==> src/rtl/dec_pkg.sv <==
// Shared constants and width helpers for the pipelined one-hot decoder family.
package dec_pkg;

   localparam int DEC_MAX_N = 11;
   localparam int DEC_MIN_N = 2;

   function automatic int lo_w(input int n);
      return (n + 1) / 2;
   endfunction

   function automatic int hi_w(input int n);
      return n / 2;
   endfunction

endpackage

==> src/rtl/predec_n.sv <==
// Combinational W -> 2^W one-hot predecoder, used for each address half ahead of S1.
module predec_n #(
   parameter int W = 4
) (
   input  logic [W-1:0]      i_addr,
   output logic [(1<<W)-1:0] o_onehot
);

   always_comb begin
      o_onehot         = '0;
      o_onehot[i_addr] = 1'b1;
   end

endmodule

==> src/rtl/decoder_pipe.sv <==
// Two-stage valid/ready N -> 2^N one-hot decoder: predecode halves in S1, AND matrix in S2.
// Optional parity checking is enabled with `define DECODER_PARITY_EN.
module decoder_pipe
   import dec_pkg::*;
#(
   parameter int N = 8
) (
   input  logic            clk,
   input  logic            rst_n,
   input  logic            in_valid,
   output logic            in_ready,
   input  logic [N-1:0]    a,
   input  logic            a_par,
   output logic            out_valid,
   input  logic            out_ready,
   output logic [2**N-1:0] z,
   output logic            par_err
);

   localparam int LO_W = lo_w(N);
   localparam int HI_W = hi_w(N);
   localparam int LO_D = 1 << LO_W;
   localparam int HI_D = 1 << HI_W;
   localparam int Z_W  = 1 << N;

   if (N < DEC_MIN_N || N > DEC_MAX_N) begin : g_bad_n
      $error("decoder_pipe: N=%0d outside legal range %0d..%0d", N, DEC_MIN_N, DEC_MAX_N);
   end

   logic [LO_D-1:0] w_xlo;
   logic [HI_D-1:0] w_yhi;
   logic [LO_D-1:0] r_xlo_p1;
   logic [HI_D-1:0] r_yhi_p1;
   logic            r_vld_p1;
   logic [Z_W-1:0]  w_z_p1;
   logic [Z_W-1:0]  r_z_p2;
   logic            r_vld_p2;
   logic            w_s1_adv;
   logic            w_s2_adv;

   predec_n #(.W(LO_W)) u_predec_lo (
      .i_addr   (a[LO_W-1:0]),
      .o_onehot (w_xlo)
   );

   predec_n #(.W(HI_W)) u_predec_hi (
      .i_addr   (a[N-1:LO_W]),
      .o_onehot (w_yhi)
   );

   // S2 can load whenever its slot is empty or being drained; in_ready looks through it.
   assign w_s2_adv = r_vld_p1 & (~r_vld_p2 | out_ready);
   assign in_ready = ~r_vld_p1 | w_s2_adv;
   assign w_s1_adv = in_valid & in_ready;

   always_ff @(posedge clk or negedge rst_n) begin
      if (!rst_n) begin
         r_vld_p1 <= 1'b0;
         r_vld_p2 <= 1'b0;
      end else begin
         r_vld_p1 <= w_s1_adv | (r_vld_p1 & ~w_s2_adv);
         r_vld_p2 <= w_s2_adv | (r_vld_p2 & ~out_ready);
      end
   end

   // ---- S1: registered predecode of low / high address halves ----
   always_ff @(posedge clk or negedge rst_n) begin
      if (!rst_n) begin
         r_xlo_p1 <= '0;
         r_yhi_p1 <= '0;
      end else if (w_s1_adv) begin
         r_xlo_p1 <= w_xlo;
         r_yhi_p1 <= w_yhi;
      end
   end

   for (genvar gi = 0; gi < HI_D; gi++) begin : g_row
      for (genvar gj = 0; gj < LO_D; gj++) begin : g_col
         assign w_z_p1[gi*LO_D + gj] = r_xlo_p1[gj] & r_yhi_p1[gi];
      end
   end

   // ---- S2: AND-matrix output register ----
`ifdef DECODER_PARITY_EN
   logic r_perr_p1;
   logic r_perr_p2;

   always_ff @(posedge clk or negedge rst_n) begin
      if (!rst_n) begin
         r_perr_p1 <= 1'b0;
      end else if (w_s1_adv) begin
         r_perr_p1 <= ^{a, a_par};
      end
   end

   // A word with bad parity is emitted as all-zero so no row/column is selected.
   always_ff @(posedge clk or negedge rst_n) begin
      if (!rst_n) begin
         r_perr_p2 <= 1'b0;
         r_z_p2    <= '0;
      end else if (w_s2_adv) begin
         r_perr_p2 <= r_perr_p1;
         r_z_p2    <= r_perr_p1 ? '0 : w_z_p1;
      end
   end

   assign par_err = r_perr_p2;
`else
   logic w_unused_par;

   always_ff @(posedge clk or negedge rst_n) begin
      if (!rst_n) begin
         r_z_p2 <= '0;
      end else if (w_s2_adv) begin
         r_z_p2 <= w_z_p1;
      end
   end

   assign w_unused_par = a_par;
   assign par_err      = 1'b0;
`endif

   assign z         = r_z_p2;
   assign out_valid = r_vld_p2;

endmodule

==> config.mk <==
export PLATFORM = sky130hd
export DESIGN_NAME = decoder_pipe
export DESIGN_NICKNAME = d
export VERILOG_FILES = /design/src/rtl/dec_pkg.sv /design/src/rtl/predec_n.sv /design/src/rtl/decoder_pipe.sv
export SDC_FILE = /design/constraint.sdc
export NUM_CORES = 1
export LEC_CHECK = 0
export BUFFER_PORTS_ARGS = -buffer_cell sky130_fd_sc_hd__buf_2
export CAP_MARGIN = 25
export CORE_ASPECT_RATIO = 2
export CORE_MARGIN = 1
export CORE_UTILIZATION = 35
export CTS_CLUSTER_DIAMETER = 50
export DETAILED_ROUTE_END_ITERATION = 16
export GPL_ROUTABILITY_DRIVEN = 0
export SLEW_MARGIN = 20
export SYNTH_ARGS = -nofsm -noshare
export SYNTH_HDL_FRONTEND = slang
export SYNTH_HIERARCHICAL = 1
export SYNTH_SLANG_ARGS = --single-unit
==> constraint.sdc <==
create_clock -name clk -period 1.6 [get_ports clk]
set_input_delay 0 -clock clk [delete_from_list [all_inputs] [get_ports clk]]
set_output_delay 0 -clock clk [all_outputs]
set_load 0.05 [all_outputs]
==> results of run 1 <==
registers in the layout (all words and copies together), names as in the netlist:
name       count
out_valid      1
r_vld_p1       1
r_xlo_p1      16
r_yhi_p1      16
z            256
per-layer routing:
metal | GRT usage | up-vias | wire (um)
met5 | 0 | - | 0
met4 | 0.06562 | 0 | 998
met3 | 0.02079 | 49 | 1156
met2 | 0.3731 | 186 | 20990
met1 | 0.2177 | 4561 | 14550
li1 | - | 4293 | -
through the flow:
step	total power, mW	hold WS, ns	setup WS, ns	std cells	area, um2
6_report	16.37	0.04464	0.1466	2040	16530
3_3_place_gp	9.452	-0.03273	0.1860	1980	15490
4_1_cts	16.63	0.0002943	0.1028	2040	16530
2_1_floorplan	8.987	-0.2956	0.05847	1233	13620
5_1_grt	16.97	0.04879	0.08121	2040	16530
3_5_place_dp	9.475	-0.02285	0.1635	1980	15490
cells by family after synthesis:
| family | Yosys count |
|---|---|
| other | 1 |
| DFF | 290 |
| muxes | 288 |
| and+or+nand+nor | 294 |
| buffers and inverters | 360 |
final cells by class:
cell class	count	area, um2
Inverter	256	960.9
Multi-Input combinational cell	583	4501
Clock buffer	42	844.6
Clock inverter	12	137.6
Sequential cell	290	7258
Fill cell	3715	21640
Tap cell	515	644.4
Timing Repair Buffer	342	2182
worst paths after layout:
check | slack [ns] | end
worst max-delay path | 0.15 | in_ready
worst min-delay path | 0.04 | r_yhi_p1[0]$_DFFE_PN0P_
worst max register to register | 0.17 | r_xlo_p1[15]$_DFFE_PN0P_
worst min register to register | 0.51 | z[104]$_DFFE_PN0P_
max in group asynchronous | 0.28 | out_valid$_DFF_PN0_
min in group asynchronous | 0.50 | z[44]$_DFFE_PN0P_
layout by cell type, fill, tap and decap left out, drive strengths merged, types with 6 or more instances in the layout:
master	n
dlygate4sd3	6
and4bb	12
nand2	258
inv	257
clkbuf	42
dfrtp	290
and4b	8
clkinv	7
mux2i	256
buf	336
mux2	32
nor4b	8
power by group through the flow:
stage / logic (mW) / clock network (mW) / registers, mW
3_3_place_gp: 1.73 / 0 / 7.73
5_1_grt: 1.84 / 7.53 / 7.60
3_5_place_dp: 1.75 / 0 / 7.73
4_1_cts: 1.76 / 7.27 / 7.59
6_report: 1.73 / 7.06 / 7.59
2_1_floorplan: 1.19 / 0 / 7.80
tightest hold or removal path, stage by stage:
cell	delay, ns
buf_2	0.22
nor4_2	0.17
mux2_4	0.17
Yosys cell counts (all sizes together) (2+ instances only):
master / n / area (um2)
buf: 47 / 699.4
nand2: 258 / 983.4
and4bb: 12 / 150.1
clkbuf: 57 / 214.0
dfrtp: 290 / 7257
and4: 2 / 17.52
and4b: 8 / 80.08
nor4b: 8 / 155.2
inv: 256 / 960.9
mux2i: 256 / 2562
mux2: 32 / 473.0
nor4: 2 / 25.02
nand2b: 3 / 21.27
==> results.yml, run 1 <==
route:
  wirelength_um: 37690
  drc: 0
  dr.pass1.iters: 4
  vias: 9089
  routed_via_density: 4.455
  wire_per_inst_um: 18.48
  drt_iter0_drc: 425
  ant_nets: 0
cells_and_area:
  drive_gt1_frac: 0.2852
  n_antenna_cell: 0
  fin_util: 0.4331
  area_growth_pct: 21.40
  final_nets: 1515
floorplan:
  core_region_area_mm2: 0.03816
  die_y_um: 280.9
  initial_core_util: 0.3567
  rows: 101
  die_x_um: 141.5
  die_area_mm2: 0.03974
  io-pin-count: 272
sta:
  rsz0062_at_grt: "no"
  slew-limit-headroom: 0.4530
  hold_violations: 0
  timing.setup.tns_ns: 0
  finalCritPeriodShare: 0.9084
  setup_violations: 0
  timing.fmax_ghz: 0.6881
  tightest_slew_ns: 0.8205
  drv_slew: 0
  fin_skew_ns: 0.01872
  finalCriticalPeriod_ns: 1.453
grt:
  antenna_found_initial: 0
  grt_pass1_vias: 9529
  grt-ovfl-total: 0
  grt_start_max_net_pins: 63
  grt_pass1_wl_um: 58040
  grt.total_usage: 0.1938
critical_path:
  critPathBufInv: 1
  worstPathRequired_ns: 1.60
  critPathKind: "flip-flop to output pin"
  crit_chain: "nand3b_4 > buf_2"
  r2r_start: "r_vld_p1$_DFF_PN0_"
  cp.arrival_ns: 1.45
  max_stage_delay_ns: 0.47
  crit_family: "flip-flops"
  crit_start: "r_vld_p1$_DFF_PN0_"
  critPathLaunchType: "flip-flop"
  end_kind: "output pin"
  crit_slowest_cell: "dfrtp_1"
  rr_worst_depth: 4
  worst-path-stages: 2
  path_max_fanout: 3
synthesis:
  synth_top_family_by_area: "multiplexers"
  synth_nets: 1246
  yosys_most_used_dff: "dfrtp_1"
  avgSynthCellArea_um2: 11.04
  synth_edf_count: 0
  synth-simple-area-share: 0.1061
  ys_seq_area_frac: 0.5330
  synth.distinct_cells: 25
  synth-compound-area-share: 0
  synth_area_mm2: 0.01361
  yosys_warnings: 6
  async_flop_share: 1.000
  netlist_instances: 1233
  synth_seq_cells: 290
  synth_xor_xnor_area_share: 0
  synthMuxAreaShare: 0.2230
  synth_fa_ha_area_frac: 0
worst_hold_path:
  hold_path.class: "primary input to flip-flop"
  hold_path.startpoint: "a[6]"
  min_path_cells: 3
pwr:
  ir_drop_v: 0.0007848
  p_clk_frac: 0.431
  p_switching_mw: 4.282
  combPwrFrac: 0.105
  swShare: 0.2615
  pwr-share-seq: 0.463
  internal_power_mw: 12.09
  p_leak_nw: 8.824
  p_per_area_mw_per_mm2: 990.6
clock_network:
  clk_pin_slew_worst_paths_ns: 0.07
  cts_buffer_depth: 3
  tritoncts: "yes"
  clk_latency_ns: 0.56
  postCtsHoldBufs: 6
  cts.sinks: 290
  cts_buffers: 29
  clockRootBuffer: "clkbuf_16"
  post-cts-setup-buffers: 0
  cts_resized: 0
  cts-htree-levels: 1
flow_run:
  max_cap_viol_count: 0
run_status:
  outcome: "finished clean"
place:
  numPortBuffers: 269
  hpwl_um: 26750
(Power assumes the default switching activity.)
==> run 2: changes to the inputs <==
- clock period: 1.6 -> 1.3 ns (I/O delays scaled with it)
==> run 2 against run 1 <==
  * The run now ends with negative setup slack left
  * Clock power is 10% higher
  * Routed wire length is 1.0% higher
  * Sequential share of layout area is 1.0 points lower
  * Final area is 2.3% higher
  * Via count is 1.1% higher
  * First-iteration DRC count is 38% lower
  * Clock skew is 0.0027 ns lower
  * Die area stayed put
  * Worst hold slack hardly changed
  * Utilization is 1.0 points higher
  * Worst setup slack worse by 0.22 ns
  * Cell count is 0.93% higher
  * Largest cell class unchanged
==> results.yml, run 2 (synthesis results as in run 1) <==
critical_path:
  worstPathRequired_ns: 1.30
  crit_family: "flip-flops"
  max_stage_delay_ns: 0.42
  end_kind: "output pin"
  critPathLaunchType: "flip-flop"
  path_max_fanout: 3
  r2r_slack_ns: -0.06
  crit_chain: "buf_6 > nand3b_4 > buf_8"
  critPathBufInv: 2
  cp.arrival_ns: 1.37
  critPathKind: "flip-flop to output pin"
  crit_slowest_cell: "dfrtp_2"
route:
  routed_via_density: 4.461
  dr.pass1.iters: 4
  drc: 0
  vias: 9185
  drt_iter0_drc: 262
  wirelength_um: 38070
  ant_nets: 0
  wire_per_inst_um: 18.49
sta:
  rsz0062_at_grt: "yes"
  timing.fmax_ghz: 0.7306
  setup_violations: 60
  finalCriticalPeriod_ns: 1.369
  fin_skew_ns: 0.01599
  hold_violations: 0
  drv_slew: 0
  finalCritPeriodShare: 1.053
  hold_ws_ns: 0.04460
  setup_ws_ns: -0.06871
pwr:
  fin_total_pwr_mw: 19.53
  combPwrFrac: 0.126
  pwr-share-seq: 0.474
  p_per_area_mw_per_mm2: 1155
  swShare: 0.2621
  p_switching_mw: 5.119
  ir_drop_v: 0.0009011
  p_clk_frac: 0.399
  p_leak_nw: 8.998
  internal_power_mw: 14.41
grt:
  grt_start_max_net_pins: 74
  grt.total_usage: 0.1904
  grt_pass1_vias: 9557
  antenna_found_initial: 2
  grt_pass1_wl_um: 56760
  grt-ovfl-total: 0
floorplan:
  die_area_mm2: 0.03974
  core_region_area_mm2: 0.03816
  die_x_um: 141.5
  io-pin-count: 272
  die_y_um: 280.9
  initial_core_util: 0.3567
  rows: 101
clock_network:
  cts_buffers: 27
  clk_latency_ns: 0.55
  cts.sinks: 290
  cts_buffer_depth: 3
  clk_pin_slew_worst_paths_ns: 0.07
  tritoncts: "yes"
  clockRootBuffer: "clkbuf_16"
  cts-htree-levels: 1
cells_and_area:
  area_growth_pct: 24.25
  final_common_cell: "dfrtp_1"
  largest_register_ffs: 256
  final_nets: 1534
  fin_area_mm2: 0.01692
  drive_gt1_frac: 0.2957
  mostFrequentLayoutCells: "dfrtp_1, buf_2, nand2_1, inv_1, mux2i_1"
flow_run:
  max_cap_viol_count: 0
place:
  numPortBuffers: 269
  hpwl_um: 26430
  place_area_mm2: 0.01563
run_status:
  outcome: "finished with violations"
  violations: "negative setup slack"
worst_hold_path:
  hold_path.class: "primary input to flip-flop"
run 2: layer usage:
layer | vias up | GRT usage | share of wire
met3 | 58 | 0.02300 | 0.033
li1 | 4345 | - | -
met4 | 0 | 0.08078 | 0.037
met2 | 228 | 0.3578 | 0.54
met1 | 4554 | 0.2135 | 0.39
met5 | - | 0 | 0
run 2: path summary, 6_finish.rpt:
kind	start	end	cells past startpoint
max in group asynchronous	rst_n	z[211]$_DFFE_PN0P_	5
worst max-delay path	out_valid$_DFF_PN0_	in_ready	3
worst max register to register	out_valid$_DFF_PN0_	r_yhi_p1[13]$_DFFE_PN0P_	5
min in group asynchronous	rst_n	z[42]$_DFFE_PN0P_	3
worst min register to register	z[118]$_DFFE_PN0P_	z[118]$_DFFE_PN0P_	2
worst min-delay path	a[6]	r_yhi_p1[0]$_DFFE_PN0P_	3
run 2: worst min-delay path, stage by stage:
cell and delay, ns:
buf_2 0.21, nor4_2 0.17, mux2_4 0.17
run 2: metrics by stage:
step                        util  setup slack [ns]  cells  setup TNS [ns]
after detailed placement  0.4096           -0.1216   1988          -5.883
after CTS                 0.4346          -0.09917   2043          -2.838
after global routing      0.4433           -0.1141   2059          -7.007
final                     0.4433          -0.06871   2059          -1.470
after floorplan                -           -0.2371   1233          -17.45
after global placement    0.4096          -0.03499   1988         -0.9824
run 2: power by group through the flow:
stage | sequential [mW] | combinational, mW | clock, mW
5_1_grt | 9.27 | 2.62 | 8.34
2_1_floorplan | 9.60 | 1.47 | 0
4_1_cts | 9.26 | 2.30 | 8.04
3_3_place_gp | 9.43 | 2.24 | 0
6_report | 9.26 | 2.47 | 7.80
3_5_place_dp | 9.43 | 2.26 | 0
run 2: what timing repair did:
item	CTS	global route
setup endpoints to repair	129	265
hold buffers	5	0
gates cloned	0	7
buffers inserted	0	8
hold endpoints to repair	301	0
resized for setup	12	19
pin swaps	1	1
run 2: layout make-up:
| class | count | area, um2 |
|---|---|---|
| inverter | 256 | 960.9 |
| clock buffer | 41 | 798.3 |
| sequential | 290 | 7259 |
| multi-input combinational | 583 | 4528 |
| tap | 515 | 644.4 |
| fill | 3730 | 21250 |
| antenna | 2 | 5.005 |
| clock inverter | 9 | 61.31 |
| timing repair buffer | 363 | 2659 |
==> run 3: changes to the inputs <==
--- a/config.mk
+++ b/config.mk
@@ -13,2 +13,3 @@
 export CTS_CLUSTER_DIAMETER = 50
+export CTS_CLUSTER_SIZE = 14
 export DETAILED_ROUTE_END_ITERATION = 16
==> constraint.sdc (replaced) <==
create_clock -name clk -period 1.3 [get_ports clk]
set_input_delay 0.39 -clock clk [delete_from_list [all_inputs] [get_ports clk]]
set_output_delay 0.39 -clock clk [all_outputs]
set_load 0.05 [all_outputs]
==> run 3 against run 2 <==
  * The run still ends with negative setup slack left
  * Clock power increased by 2%
  * Critical path type unchanged
  * Clock skew increased by 0.0027 ns
  * Critical path depth shrank 1
  * First-iteration DRC count is 71% higher
  * Sequential cell count unchanged
  * Worst setup slack got worse by 0.25 ns
  * Final area grew 19%
  * Register-to-register slack worse by 0.20 ns
  * Combinational power grew 28%
  * Die area unchanged
  * Fmax is 15% lower
  * Via count is 9.3% higher
==> results.yml, run 3 (synthesis results as in run 1) <==
critical_path:
  crit_slowest_cell: "dfrtp_2"
  worstPathRequired_ns: 0.91
  crit_family: "flip-flops"
  path_max_fanout: 3
  end_kind: "output pin"
  r2r_end: "z[154]$_DFFE_PN0P_"
  cp.arrival_ns: 1.23
  critPathBufInv: 1
  rr_worst_depth: 7
  critPathKind: "flip-flop to output pin"
  crit_chain: "nand3b_4 > buf_8"
  r2r_start: "out_valid$_DFF_PN0_"
  max_stage_delay_ns: 0.44
  r2r_slack_ns: -0.26
  critPathLaunchType: "flip-flop"
clock_network:
  clk_latency_ns: 0.56
  clk_pin_slew_worst_paths_ns: 0.07
  cts_buffer_depth: 3
  clockRootBuffer: "clkbuf_16"
  cts_buffers: 27
  cts-htree-levels: 1
  tritoncts: "yes"
  cts.sinks: 290
route:
  ant_nets: 0
  routed_via_density: 4.558
  drc: 0
  drt_iter0_drc: 447
  wire_per_inst_um: 19.57
  vias: 10040
  wirelength_um: 43120
  dr.pass1.iters: 5
pwr:
  p_per_area_mw_per_mm2: 1015
  ir_drop_v: 0.0009532
  p_leak_nw: 10.17
cells_and_area:
  area_growth_pct: 47.88
  final_cells: 2203
  mostFrequentLayoutCells: "dfrtp_1, buf_6, nand2_1, inv_1, mux2i_1"
  largest_register_ffs: 256
  fillers: 3219
  final_nets: 1691
  n_antenna_cell: 0
  drive_gt1_frac: 0.3643
  final_common_cell: "dfrtp_1"
  fin_util: 0.5275
  fin_area_mm2: 0.02013
floorplan:
  die_area_mm2: 0.03974
  die_y_um: 280.9
  rows: 101
  initial_core_util: 0.3567
  core_region_area_mm2: 0.03816
  io-pin-count: 272
  die_x_um: 141.5
place:
  place_area_mm2: 0.01590
  place_inst: 2018
  hpwl_um: 27360
  numPortBuffers: 269
worst_hold_path:
  hold_end: "r_vld_p1$_DFF_PN0_"
  hold_path.class: "primary input to flip-flop"
  hold_path.startpoint: "in_valid"
  min_path_cells: 2
grt:
  grt_start_max_net_pins: 54
  grt_pass1_vias: 10590
  grt.total_usage: 0.2125
  antenna_found_initial: 0
  grt-ovfl-total: 0
  grt_pass1_wl_um: 63320
run_status:
  outcome: "finished with violations"
  violations: "negative setup slack"
sta:
  setup_ws_ns: -0.3176
  drv_slew: 0
  hold_violations: 0
  fin_skew_ns: 0.01868
  timing.setup.tns_ns: -96.53
  finalCriticalPeriod_ns: 1.618
  rsz0062_at_grt: "yes"
  finalCritPeriodShare: 1.244
  timing.fmax_ghz: 0.6182
  setup_violations: 541
flow_run:
  max_cap_viol_count: 0
==> run 3: layout make-up <==
class / instances / area, um2 / share of cell area
tap: 515 / 644.4 / 0.03201
multi-input combinational: 584 / 4564 / 0.2267
inverter: 256 / 960.9 / 0.04773
timing repair buffer: 519 / 5867 / 0.2914
clock inverter: 9 / 140.1 / 0.006960
clock buffer: 30 / 696.9 / 0.03462
sequential: 290 / 7259 / 0.3606
==> run 3: through the flow <==
stage          hold slack, ns  setup slack [ns]  power [mW]
3_3_place_gp           0.3042           -0.2614       11.81
6_report               0.1211           -0.3176       20.43
5_1_grt                0.1083           -0.3517       21.13
2_1_floorplan         0.09441           -0.2371       11.07
3_5_place_dp           0.3109           -0.3104       11.84
4_1_cts                0.1012           -0.3358       20.55
==> run 3: timing repair <==
item | 4_1_cts | 5_1_grt
resized for setup | 562 | 16
gates cloned | 17 | 5
setup endpoints to repair | 436 | 543
hold endpoints to repair | 17 | 0
hold buffers | 1 | 0
setup buffers | 44 | 80
pin swaps | 3 | 2
==> run 3: how the worst max path moves through the flow <==
stage / slack [ns] / depth (start not counted) / from / end
after floorplan: -0.24 / 4 / out_valid$_DFF_PN0_ / r_xlo_p1[0]$_DFFE_PN0P_
after global placement: -0.26 / 6 / out_ready / z[122]$_DFFE_PN0P_
after detailed placement: -0.31 / 6 / out_ready / z[206]$_DFFE_PN0P_
after CTS: -0.34 / 2 / out_valid$_DFF_PN0_ / in_ready
after global routing: -0.35 / 2 / out_valid$_DFF_PN0_ / in_ready
final: -0.32 / 2 / out_valid$_DFF_PN0_ / in_ready
==> run 3: worst reg2reg max path: cells and delay by family, from the launching register on <==
kind,cells,cell delay [ns]
simple gates,2,0.28
flops,1,0.44
buf+inv,4,0.58
mux,1,0.18
==> run 3: report_power, final <==
part           internal [mW]  switching [mW]
registers               9.14           0.138
logic                   1.56            1.60
clock network           4.43            3.56
total                   15.1            5.30
==> run 3: routing by layer <==
metal | up-vias | global-route usage | part of all wire | wire [um]
met5 | - | 0 | 0 | 0
met4 | 0 | 0.09760 | 0.048 | 2072
met3 | 86 | 0.02692 | 0.041 | 1752
met2 | 306 | 0.4072 | 0.55 | 23800
met1 | 5005 | 0.2275 | 0.36 | 15490
li1 | 4644 | - | - | -
